`config.mk`:
```
export PLATFORM = sky130hd
export DESIGN_NAME = lambdar_barrier_serializer_flat
export DESIGN_NICKNAME = d
export VERILOG_FILES = /design/src/rtl/lambdar_barrier_serializer_pkg.sv /design/src/rtl/lambdar_barrier_serializer_if.sv /design/src/rtl/lambdar_barrier_serializer_reg.sv /design/src/rtl/lambdar_barrier_serializer.sv /design/src/flat_wrapper.sv
export SDC_FILE = /design/constraint.sdc
export NUM_CORES = 1
export LEC_CHECK = 0
export BUFFER_PORTS_ARGS = -buffer_cell sky130_fd_sc_hd__buf_2
export CAP_MARGIN = 20
export CORE_AREA = 5 5 110 112
export DETAILED_ROUTE_END_ITERATION = 12
export DIE_AREA = 0 0 115 117
export GPL_ROUTABILITY_DRIVEN = 0
export PLACE_DENSITY_LB_ADDON = 0.05
export SLEW_MARGIN = 20
export SYNTH_ARGS = -nofsm -noshare
export SYNTH_HDL_FRONTEND = slang
export SYNTH_SLANG_ARGS = --single-unit
```
`constraint.sdc`:
```
create_clock -name clock -period 2.48 [get_ports clock]
set_clock_uncertainty 0.1 [all_clocks]
set_input_delay 0.744 -clock clock [delete_from_list [all_inputs] [get_ports clock]]
set_output_delay 0.744 -clock clock [all_outputs]
set_load 0.05 [all_outputs]
```
`src/rtl/lambdar_barrier_serializer_pkg.sv`:
```
// lambdar_pkg: constants and types shared by the barrier serializer slice.
//   LAMBDAR_NUM_LANES : default number of lanes per parallel block (12)
//   LAMBDAR_IDX_W     : width of the lane index presented on out_index (4)
//   state_e           : serializer state encoding (IDLE / DRAIN)
// No ports; imported by the interface, the top and the bench.
package lambdar_pkg;

    localparam int LAMBDAR_NUM_LANES = 12;
    localparam int LAMBDAR_IDX_W     = 4;

    typedef enum logic [0:0] {
        ST_IDLE  = 1'b0,
        ST_DRAIN = 1'b1
    } state_e;

endpackage

```
`src/rtl/lambdar_barrier_serializer_if.sv`:
```
// lambdar_barrier_serializer_if: bundles the load side and the word stream
// of the barrier serializer.
//   load, in_flat, out_ready                    : driven by the master (producer/consumer side)
//   out_data, out_valid, out_index, out_last, busy : driven by the slave (serializer)
// Parameters DATAWIDTH / NUM_LANES must match the serializer instance.
interface lambdar_barrier_serializer_if
    import lambdar_pkg::*;
#(
    parameter int DATAWIDTH = 8,
    parameter int NUM_LANES = LAMBDAR_NUM_LANES
);

    logic                           load;
    logic [NUM_LANES*DATAWIDTH-1:0] in_flat;
    logic                           out_ready;
    logic [DATAWIDTH-1:0]           out_data;
    logic                           out_valid;
    logic [LAMBDAR_IDX_W-1:0]       out_index;
    logic                           out_last;
    logic                           busy;

    modport master (
        output load, in_flat, out_ready,
        input  out_data, out_valid, out_index, out_last, busy
    );

    modport slave (
        input  load, in_flat, out_ready,
        output out_data, out_valid, out_index, out_last, busy
    );

endinterface

```
`src/rtl/lambdar_barrier_serializer_reg.sv`:
```
// lambdar_barrier_serializer_reg: one lane word of the capture bank.
//   clock : rising-edge clock
//   reset : synchronous active-high clear
//   en    : load d into the register
//   d / q : lane word in / held lane word out
module lambdar_barrier_serializer_reg #(
    parameter int WIDTH = 8
) (
    input  logic             clock,
    input  logic             reset,
    input  logic             en,
    input  logic [WIDTH-1:0] d,
    output logic [WIDTH-1:0] q
);

    logic [WIDTH-1:0] q_r;

    // Lane word storage: cleared by reset, captured on enable, else held
    always_ff @(posedge clock) begin
        if (reset) begin
            q_r <= {WIDTH{1'b0}};
        end else if (en) begin
            q_r <= d;
        end else begin
            q_r <= q_r;
        end
    end

    assign q = q_r;

endmodule

```
`src/rtl/lambdar_barrier_serializer.sv`:
```
// lambdar_barrier_serializer: captures one NUM_LANES x DATAWIDTH parallel
// block and streams it out lane by lane over a valid/ready handshake.
// A new block may be loaded in the same cycle as the last-word transfer,
// giving gap-free back-to-back blocks; loads arriving mid-drain are ignored.
// Ports:
//   clock      : sole clock, rising edge
//   reset      : synchronous active-high reset (clears state and lane bank)
//   bus        : lambdar_barrier_serializer_if.slave (load/in_flat/out_ready in,
//                out_data/out_valid/out_index/out_last/busy out)
//   drop_count : 8-bit saturating count of ignored loads, present only when
//                LAMBDAR_SER_DROPCNT_EN is defined
module lambdar_barrier_serializer
    import lambdar_pkg::*;
#(
    parameter int DATAWIDTH = 8,
    parameter int NUM_LANES = LAMBDAR_NUM_LANES
) (
    input  logic                              clock,
    input  logic                              reset,
`ifdef LAMBDAR_SER_DROPCNT_EN
    output logic [7:0]                        drop_count,
`endif
    lambdar_barrier_serializer_if.slave       bus
);

    localparam logic [LAMBDAR_IDX_W-1:0] LAST_IDX = LAMBDAR_IDX_W'(NUM_LANES - 1);

    state_e                   state_r;
    state_e                   state_nxt_s;
    logic                     xfer_s;
    logic                     last_xfer_s;
    logic                     accept_s;
    logic [LAMBDAR_IDX_W-1:0] idx_nxt_s;
    logic [DATAWIDTH-1:0]     next_word_s;
    logic [DATAWIDTH-1:0]     lane_q_s [NUM_LANES];

    logic                     out_valid_r;
    logic [LAMBDAR_IDX_W-1:0] out_index_r;
    logic                     out_last_r;
    logic [DATAWIDTH-1:0]     out_data_r;

    // Capture bank: every lane loads together on an accepted load
    for (genvar k = 0; k < NUM_LANES; k++) begin : g_lane
        lambdar_barrier_serializer_reg #(.WIDTH(DATAWIDTH)) u_lane (
            .clock (clock),
            .reset (reset),
            .en    (accept_s),
            .d     (bus.in_flat[k*DATAWIDTH +: DATAWIDTH]),
            .q     (lane_q_s[k])
        );
    end

    // State register
    always_ff @(posedge clock) begin
        if (reset) begin
            state_r <= ST_IDLE;
        end else begin
            state_r <= state_nxt_s;
        end
    end

    // Next-state and handshake decode; out_valid comes only from a register
    always_comb begin
        state_nxt_s = state_r;
        xfer_s      = out_valid_r & bus.out_ready;
        last_xfer_s = out_valid_r & bus.out_ready & out_last_r;
        accept_s    = 1'b0;
        case (state_r)
            ST_IDLE: begin
                accept_s = bus.load;
                if (bus.load) begin
                    state_nxt_s = ST_DRAIN;
                end else begin
                    state_nxt_s = ST_IDLE;
                end
            end
            ST_DRAIN: begin
                // Only the final transfer frees the bank for a new block
                accept_s = bus.load & last_xfer_s;
                if (last_xfer_s & ~bus.load) begin
                    state_nxt_s = ST_IDLE;
                end else begin
                    state_nxt_s = ST_DRAIN;
                end
            end
            default: begin
                state_nxt_s = ST_IDLE;
            end
        endcase
    end

    // Look up the lane word that follows the one currently presented
    always_comb begin
        idx_nxt_s   = out_index_r + LAMBDAR_IDX_W'(1);
        next_word_s = {DATAWIDTH{1'b0}};
        for (int k = 0; k < NUM_LANES; k++) begin
            if (idx_nxt_s == LAMBDAR_IDX_W'(k)) begin
                next_word_s = lane_q_s[k];
            end else begin
                next_word_s = next_word_s;
            end
        end
    end

    // Output word registers; lane 0 is taken straight from in_flat on capture
    // so it can be presented the cycle after the load
    always_ff @(posedge clock) begin
        if (reset) begin
            out_valid_r <= 1'b0;
            out_index_r <= {LAMBDAR_IDX_W{1'b0}};
            out_last_r  <= 1'b0;
            out_data_r  <= {DATAWIDTH{1'b0}};
        end else if (accept_s) begin
            out_valid_r <= 1'b1;
            out_index_r <= {LAMBDAR_IDX_W{1'b0}};
            out_last_r  <= 1'b0;
            out_data_r  <= bus.in_flat[DATAWIDTH-1:0];
        end else if (last_xfer_s) begin
            out_valid_r <= 1'b0;
            out_index_r <= {LAMBDAR_IDX_W{1'b0}};
            out_last_r  <= 1'b0;
            out_data_r  <= out_data_r;
        end else if (xfer_s) begin
            out_valid_r <= 1'b1;
            out_index_r <= idx_nxt_s;
            out_last_r  <= (idx_nxt_s == LAST_IDX);
            out_data_r  <= next_word_s;
        end else begin
            out_valid_r <= out_valid_r;
            out_index_r <= out_index_r;
            out_last_r  <= out_last_r;
            out_data_r  <= out_data_r;
        end
    end

    assign bus.out_valid = out_valid_r;
    assign bus.out_index = out_index_r;
    assign bus.out_last  = out_last_r;
    assign bus.out_data  = out_data_r;
    assign bus.busy      = (state_r == ST_DRAIN);

`ifdef LAMBDAR_SER_DROPCNT_EN
    logic       drop_s;
    logic [7:0] drop_count_r;

    assign drop_s = (state_r == ST_DRAIN) & bus.load & ~last_xfer_s;

    // Saturating count of loads refused while a block is draining
    always_ff @(posedge clock) begin
        if (reset) begin
            drop_count_r <= 8'd0;
        end else if (drop_s && (drop_count_r != 8'd255)) begin
            drop_count_r <= drop_count_r + 8'd1;
        end else begin
            drop_count_r <= drop_count_r;
        end
    end

    assign drop_count = drop_count_r;
`endif

endmodule

```
`src/flat_wrapper.sv`:
```
// flat-port wrapper written by rule: the top's interface ports become plain ports
module lambdar_barrier_serializer_flat import lambdar_pkg::*;
#(
    parameter int DATAWIDTH = 8,
    parameter int NUM_LANES = LAMBDAR_NUM_LANES
)
  (clock, reset, bus_load, bus_in_flat, bus_out_ready, bus_out_data, bus_out_valid, bus_out_index, bus_out_last, bus_busy);
  lambdar_barrier_serializer_if #(.DATAWIDTH(DATAWIDTH), .NUM_LANES(NUM_LANES)) bus_i ();
  input  logic clock;
  input  logic reset;
  input wire logic [$bits(bus_i.load)-1:0] bus_load;
  input wire logic [$bits(bus_i.in_flat)-1:0] bus_in_flat;
  input wire logic [$bits(bus_i.out_ready)-1:0] bus_out_ready;
  output wire logic [$bits(bus_i.out_data)-1:0] bus_out_data;
  output wire logic [$bits(bus_i.out_valid)-1:0] bus_out_valid;
  output wire logic [$bits(bus_i.out_index)-1:0] bus_out_index;
  output wire logic [$bits(bus_i.out_last)-1:0] bus_out_last;
  output wire logic [$bits(bus_i.busy)-1:0] bus_busy;
  assign bus_i.load = bus_load;
  assign bus_i.in_flat = bus_in_flat;
  assign bus_i.out_ready = bus_out_ready;
  assign bus_out_data = bus_i.out_data;
  assign bus_out_valid = bus_i.out_valid;
  assign bus_out_index = bus_i.out_index;
  assign bus_out_last = bus_i.out_last;
  assign bus_busy = bus_i.busy;
  lambdar_barrier_serializer #(.DATAWIDTH(DATAWIDTH), .NUM_LANES(NUM_LANES)) u_core (.clock(clock), .reset(reset), .bus(bus_i));
endmodule
```
==> run summary, run 1 <==
The run finished with clean final reports. The worst setup path is captured at a register. In this run the tool buffered the top-level ports with 114 buffer cells. The tools report the deepest clock path buffer count as 2. After detailed routing, the number of remaining DRC violations is 0. The sequential share of the synthesized area is 0.414.

The worst reg2reg path startpoint was u_core.bus.out_index[0]. Entering global routing, the biggest net connects 112 pins. The initial antenna violation count was 0; the number of violations reported at the end of detailed-routing iteration 0 was 371. The clock net in this run drives a total of 111 sinks. Measured along the y axis, the die boundary spans 117 um. The run gives 0.0416 as the global routing met3 resource utilization.

The slack of the worst reg-to-reg path is 0.12 ns. Cell taking the most area after synthesis: sky130_fd_sc_hd__dfxtp_1. At the worst endpoint, the required time is 2.61 ns. The final clock period utilization by the worst path works out to 0.952.

The async set or reset register ratio after synthesis came out at 0. Gates resized during post-CTS repair numbered 0. The worst path needs 2.36 ns of the cycle, external delays included. The most frequent cell after synthesis was sky130_fd_sc_hd__nand2_1.

For this run, the top clock speed supported by timing is 424 MHz. The worst hold path belongs to the class register to register. The logs give 3 for the H-tree depth reported by CTS and 0 for the number of setup buffers added after CTS. The total setup violations reported at the end of the flow was 0. After detailed placement, the design holds a cell count of 944. The relative area change from synthesis to final layout is 20.2%, and the overall via count from detail_route is 5291.

The first detailed-routing pass ran for 5 iterations. The analysis attributes to cell leakage a power of 2.62 nW. The number of diodes was 0; the clock latency on the worst-skew pair was 0.35 ns. The run gives 959 as the non-filler instance count after layout. After synthesis the cells add up to 0.00537 sq mm. Row generation in the floorplan step produced 39 rows. Detailed placement finished with a half-perimeter wire length of 11.4 mm.

Clock tree root driver cell: sky130_fd_sc_hd__clkbuf_16. Max-cap violations in this run came to 0. For this run, the leading register cell type out of synthesis is sky130_fd_sc_hd__dfxtp_1.

For the number of CTS-inserted buffers, the log shows 9. The detail-routed via count per cell is 5.52. The logs give 917 for the net count reported at finish and 4988 for the via count of the first global-routing pass.

Synthesis handed over a netlist of 722 instances. Setup repair after global routing left no endpoint under its margin. By area the synthesized netlist is led by sky130_fd_sc_hd__dfxtp_1 41%, sky130_fd_sc_hd__nand2_1 15%, sky130_fd_sc_hd__a21oi_1 12%.

The number of fill cells in the layout was 1093. The final count of pins violating max slew was 0. The wire length of the first global-routing pass is 24.9 mm, and the clock transition at the registers of the reported paths is 0.07 ns. The tools report the relative slew slack as 0.618. For hold timing, the worst endpoint is u_core.g_lane[7].u_lane.q[5]. For the pin with the worst max-slew slack, the measured transition is 0.571 ns. Worst flop-to-flop path endpoint: u_core.bus.out_data[2]. The run gives 0 as the number of failing hold endpoints at the final stage.

The region available for standard cell placement spans 0.0111 sq mm. STA puts the critical path data arrival time at 2.49 ns. In the synthesized netlist, the cells that appear most often are 220 x sky130_fd_sc_hd__nand2_1, 132 x sky130_fd_sc_hd__a21oi_1, 111 x sky130_fd_sc_hd__dfxtp_1. The initial core utilization was 0.483; the critical-path maximum fanout was 34. The sort of element at the start of the critical path was a register.

For the met1 global-route usage, the log shows 0.296. Number of distinct standard cells referenced by the synthesized netlist: 49. By startpoint and endpoint, the worst setup path is classified as register to register. The floorplan step defined a die boundary enclosing 0.0135 sq mm. In this run the power density over the cells is 665 mW/mm^2. The number of hold buffers added after CTS was 0. Ratio of cells with drive above 1 in the final layout: 0.211. The synthesized design contains 111 register bits.

The number of nets in the synthesized netlist came out at 827. The number of flops mapped to enable cells by yosys is 0. TritonCTS built the clock tree. Dividing the detail-routed wire length by the instance count gives 16.1 um. The worst hold path startpoint is u_core.g_lane[7].u_lane.q[5]. The total routed wirelength is 15.4 mm, and the instance count along the most critical hold path is 2. During I/O placement, the number of pins put on the boundary was 115. After synthesis, the mean cell area works out to 7.44 sq um. Final core utilization: 0.581.

The global routing stage identified its most utilized layer as met2. Adding up every negative setup slack in the final design gives 0 ns. During synthesis, Yosys emitted a total of 0 warnings. The area share of the largest cell type after synthesis is 0.414, and the width of the die is 115 um.

The count of nets left with antenna violations once routing finished came out at 0. Counting cells, the worst reg-to-reg path comes to 9. The total congestion overflow was 0.

The met2 global-route usage was 0.400; the total track usage was 0.232. IR analysis of the VDD net gives a maximum drop of 0.400 mV.
where the power goes:
part	leakage, nW	switching, mW	internal, mW	total, mW
sequential	0.912	0.0735	1.89	1.96
clock	0.175	0.648	1.08	1.73
combinational	1.53	0.363	0.243	0.606
cells in the final DEF (no fill, tap or decap), types with 5 or more instances in the layout:
cell,count
sky130_fd_sc_hd__inv_1,19
sky130_fd_sc_hd__o21ai_0,18
sky130_fd_sc_hd__nand3b_1,7
sky130_fd_sc_hd__a2bb2oi_1,5
sky130_fd_sc_hd__a221oi_1,21
sky130_fd_sc_hd__nor2_1,30
sky130_fd_sc_hd__a21o_1,6
sky130_fd_sc_hd__buf_4,23
sky130_fd_sc_hd__nor2b_1,9
sky130_fd_sc_hd__dfxtp_1,109
sky130_fd_sc_hd__o31ai_1,12
sky130_fd_sc_hd__nand2_1,220
sky130_fd_sc_hd__nor3_1,10
sky130_fd_sc_hd__buf_12,5
sky130_fd_sc_hd__a21oi_1,132
sky130_fd_sc_hd__buf_2,113
sky130_fd_sc_hd__clkbuf_16,9
sky130_fd_sc_hd__a211oi_1,8
sky130_fd_sc_hd__a221o_1,5
stage by stage:
stage	hold slack (ns)	setup slack, ns	area [sq um]	total power [mW]
floorplan	0.333	0.154	5380	2.38
global placement	0.346	0.143	6090	2.59
detailed placement	0.349	0.115	6090	2.60
CTS	0.359	0.131	6450	4.33
global route	0.375	0.0137	6460	4.49
finish	0.359	0.119	6460	4.30
kinds of logic (layout without fill, tap and decap cells):
group | after synthesis | count (layout) | share of synthesized area
AND/OR/NAND/NOR | 291 | 291 | 0.224
buffers and inverters | 81 | 175 | 0.0715
AO/OA/AOI/OAI | 234 | 234 | 0.280
adder cells (fa/ha/maj) | 5 | 5 | 0.0116
flip-flops | 111 | 111 | 0.414
per-layer routing:
metal,vias to the layer above,part of all wire
li1,2662,-
met3,27,0.057
met5,-,0
met2,145,0.49
met4,0,0.021
met1,2457,0.44
state kept, by name, indices dropped and copies added, names as in the netlist:
| signal | flops |
|---|---|
| u_core.bus.out_data | 8 |
| u_core.bus.out_valid | 1 |
| u_core.g_lane.u_lane.q | 96 |
| u_core.bus.busy | 1 |
| u_core.bus.out_index | 4 |
| u_core.bus.out_last | 1 |
how the worst max path moves through the flow:
| stage | startpoint | to | slack [ns] | cells past startpoint |
|---|---|---|---|---|
| CTS | u_core.bus.out_index[0] | u_core.bus.out_data[6] | 0.13 | 8 |
| global placement | bus_out_ready | u_core.bus.out_data[7] | 0.14 | 7 |
| detailed placement | bus_out_ready | u_core.bus.out_data[7] | 0.12 | 7 |
| finish | u_core.bus.out_index[0] | u_core.bus.out_data[2] | 0.12 | 9 |
| global route | u_core.bus.out_index[0] | u_core.bus.out_data[7] | 0.01 | 6 |
| floorplan | u_core.bus.out_index[0] | u_core.bus.out_data[6] | 0.15 | 9 |
final cells by class:
cell class | instances | area (sq um) | area share
clock buffers | 9 | 225 | 0.0349
clock inverters | 6 | 134 | 0.0207
inverters | 19 | 71.3 | 0.0110
multi-input cells | 530 | 2790 | 0.432
flip-flops and latches | 111 | 2220 | 0.344
well taps | 143 | 179 | 0.0277
repair buffers | 141 | 838 | 0.130
worst max-delay path, stage by stage, from the launching register on:
cell and delay (ns):
sky130_fd_sc_hd__dfxtp_2 0.44, sky130_fd_sc_hd__inv_1 0.09, sky130_fd_sc_hd__ha_1 0.25, sky130_fd_sc_hd__buf_12 0.18, sky130_fd_sc_hd__or2_1 0.33, sky130_fd_sc_hd__a221oi_1 0.39, sky130_fd_sc_hd__nor2_1 0.08, sky130_fd_sc_hd__a21oi_1 0.15
sky130_fd_sc_hd__nor3_1 0.07, sky130_fd_sc_hd__a2bb2oi_1 0.14
(Power assumes the default switching activity.)
==> inputs of run 2 (changes only) <==
--- a/config.mk
+++ b/config.mk
@@ -7,9 +7,9 @@
 export LEC_CHECK = 0
 export BUFFER_PORTS_ARGS = -buffer_cell sky130_fd_sc_hd__buf_2
 export CAP_MARGIN = 20
-export CORE_AREA = 5 5 110 112
+export CORE_AREA = 2 2 107 109
 export DETAILED_ROUTE_END_ITERATION = 12
-export DIE_AREA = 0 0 115 117
+export DIE_AREA = 0 0 109 111
 export GPL_ROUTABILITY_DRIVEN = 0
 export PLACE_DENSITY_LB_ADDON = 0.05
 export SLEW_MARGIN = 20
==> constraint.sdc (replaced) <==
create_clock -name clock -period 2.48 [get_ports clock]
set_clock_uncertainty 0.1 [all_clocks]
set_input_delay 0.124 -clock clock [delete_from_list [all_inputs] [get_ports clock]]
set_output_delay 0.124 -clock clock [all_outputs]
set_load 0.05 [all_outputs]
==> run summary, run 2 (synthesis gave the netlist of run 1 again) <==
The flow ran to the end, and the final reports show no timing, DRC or antenna violations. Row generation in the floorplan step produced 39 rows. The number of clock buffers added by TritonCTS is 9. Dividing the detail-routed via count by the number of cells gives 5.40. Number of maximum-capacitance violations: 0. In this run the worst path has a maximum fanout of 15. IR analysis of the VDD net gives a maximum drop of 0.468 mV. For the number of fill cells in the layout, the log shows 949. Final hold slack: 0.0248 ns.

The net count reported at finish was 1001. The actual slew at the worst max-slew pin works out to 0.562 ns. The combined flip-flop and latch cell area is 0.00222 sq mm, and the global routing met3 resource utilization is 0.0588.

The path class of the tightest hold or removal check is input port to register. The startpoint identified for the worst hold timing path is bus_load. Setup repair after global routing left no endpoint under its margin. CTS built an H-tree with a depth of 3. The deepest clock path buffer count is 2. TritonCTS built the clock tree. The kind of capture point of the worst setup path was a register. In this run the count of I/O pins placed on the die edge is 115. The width of the die was 109 um. In this run the clock root is driven by a sky130_fd_sc_hd__clkbuf_16. For the number of nets still failing antenna checks after routing, the log shows 0. The ratio of cells with drive above 1 in the final layout was 0.179. The run gives 0 as the total congestion overflow. After detailed routing, the number of remaining DRC violations is 0. The logs give 0.36 ns for the clock latency on the worst-skew pair and 0.485 for the initial core utilization. The tools report the total negative slack as 0 ns. The register with the most flip-flops in the layout has 96 of them.

Clock-pin slew was measured on the worst setup and hold paths at 0.07 ns. Total track usage: 0.268. The setup path with the least slack is of type register to register. After detailed routing, the total wire length is 15.7 mm. The relative slew slack was 0.624.

The run gives 0 as the initial antenna violation count. The run gives 2.62 ns as the worst endpoint required time. Number of iterations in the first detailed-routing pass: 5. For the via count of the first global-routing pass, the log shows 5276. Entering global routing, the biggest net connects 110 pins.

The post-detailed-route wirelength per cell was 15.1 um; the met2 global-route usage was 0.451. Clock sink count: 111. After floorplanning, the core was sized to cover 0.0111 sq mm. The area taken by multi-input logic gates came out at 0.00279 sq mm. The run gives 10.6 mm as the half-perimeter wire length after placement.

The met1 global-route usage is 0.340, and the final clock period utilization by the worst path is 0.937. The area of the die was 0.0121 sq mm. In the layout the commonest cells are 220 x sky130_fd_sc_hd__nand2_1, 132 x sky130_fd_sc_hd__a21oi_1, 113 x sky130_fd_sc_hd__buf_2. The start point of the critical path was u_core.bus.out_index[0].

The first global-routing pass estimated 25.4 mm of wire. met2 is the most crowded layer. The achievable clock frequency is 431 MHz.

The worst setup path is launched from a register. Post-CTS timing repair inserted 0 buffers for setup. The tools report the worst reg2reg path startpoint as u_core.bus.out_index[0].

The number of antenna diodes in the final layout is 0. The leakage power was 2.93 nW. From synthesis to final layout, the design area changed by 35.4%. The number of failing hold endpoints at the final stage is 0, and the number of violations reported at the end of detailed-routing iteration 0 is 355. Buffers placed on the I/O ports in this run total 114. In this run the vertical extent of the chip is 111 um. The routed layout has 5640 vias.

Setup violations remaining at the end of the flow were counted as 0. Dividing total power by cell area gives a power density of 579 mW/mm^2. The final core utilization is 0.657, and the final count of pins violating max slew is 0. The leading cell type in the layout, fill and taps excluded is sky130_fd_sc_hd__nand2_1. Endpoint arrival time on the critical path: 2.46 ns.

The minimum clock period after layout was 2.32 ns.
run 2: cell types whose count changed in the layout (fill, tap and decap cells not counted), sizes merged:
cell | previous run | this run
inv | 19 | 20
bufinv | 4 | 2
buf | 141 | 128
clkinv | 2 | 3
clkinvlp | 0 | 1
dlygate4sd3 | 0 | 97
run 2: report_power, final:
part	switching, mW	internal (mW)	total, mW	leakage (nW)
logic	0.377	0.325	0.702	1.87
registers	0.0761	1.89	1.96	0.912
clock network	0.663	0.887	1.55	0.156
total	1.12	3.10	4.22	2.93
run 2: critical path, cell delays in order, from the launching register on:
cell                        delay (ns)
sky130_fd_sc_hd__dfxtp_2          0.45
sky130_fd_sc_hd__inv_1            0.10
sky130_fd_sc_hd__ha_1             0.21
sky130_fd_sc_hd__buf_4            0.19
sky130_fd_sc_hd__or2_1            0.34
sky130_fd_sc_hd__a221oi_1         0.30
sky130_fd_sc_hd__a2bb2o_4         0.24
sky130_fd_sc_hd__nor3b_2          0.14
sky130_fd_sc_hd__a2bb2oi_1        0.13
run 2: worst paths after layout:
check                                                    end  slack, ns  cells after the start
worst max register to register        u_core.bus.out_data[6]       0.16                      8
worst min-delay path                         u_core.bus.busy       0.02                      3
worst min register to register  u_core.g_lane[8].u_lane.q[5]       0.36                      2
worst max-delay path                  u_core.bus.out_data[6]       0.16                      8
run 2: metrics by stage:
step | cells | total power, mW | cell area [sq um] | setup slack (ns)
5_1_grt | 1044 | 4.41 | 7280 | 0.00641
6_report | 1044 | 4.22 | 7280 | 0.157
3_3_place_gp | 931 | 2.57 | 5970 | 0.259
3_5_place_dp | 931 | 2.58 | 5970 | 0.185
2_1_floorplan | 722 | 2.38 | 5380 | 0.154
4_1_cts | 1044 | 4.24 | 7260 | 0.173
run 2: cell type report:
class	count	area share
clock buffers	9	0.0310
inverters	19	0.00980
flip-flops and latches	111	0.306
repair buffers	225	0.232
multi-input cells	530	0.384
well taps	143	0.0246
clock inverters	7	0.0131
run 2: routing by layer:
metal  vias up  routed length, um
li1       2836                  -
met1      2620               6950
met2       165               7650
met3        19                881
met4         0                261
met5         -                  0
run 2: timing repair:
| action | 4_1_cts | 5_1_grt |
|---|---|---|
| hold buffers | 97 | 0 |
| gates resized for setup | 0 | 3 |
| hold endpoints to repair | 97 | 0 |
| setup endpoints to repair | 0 | 3 |
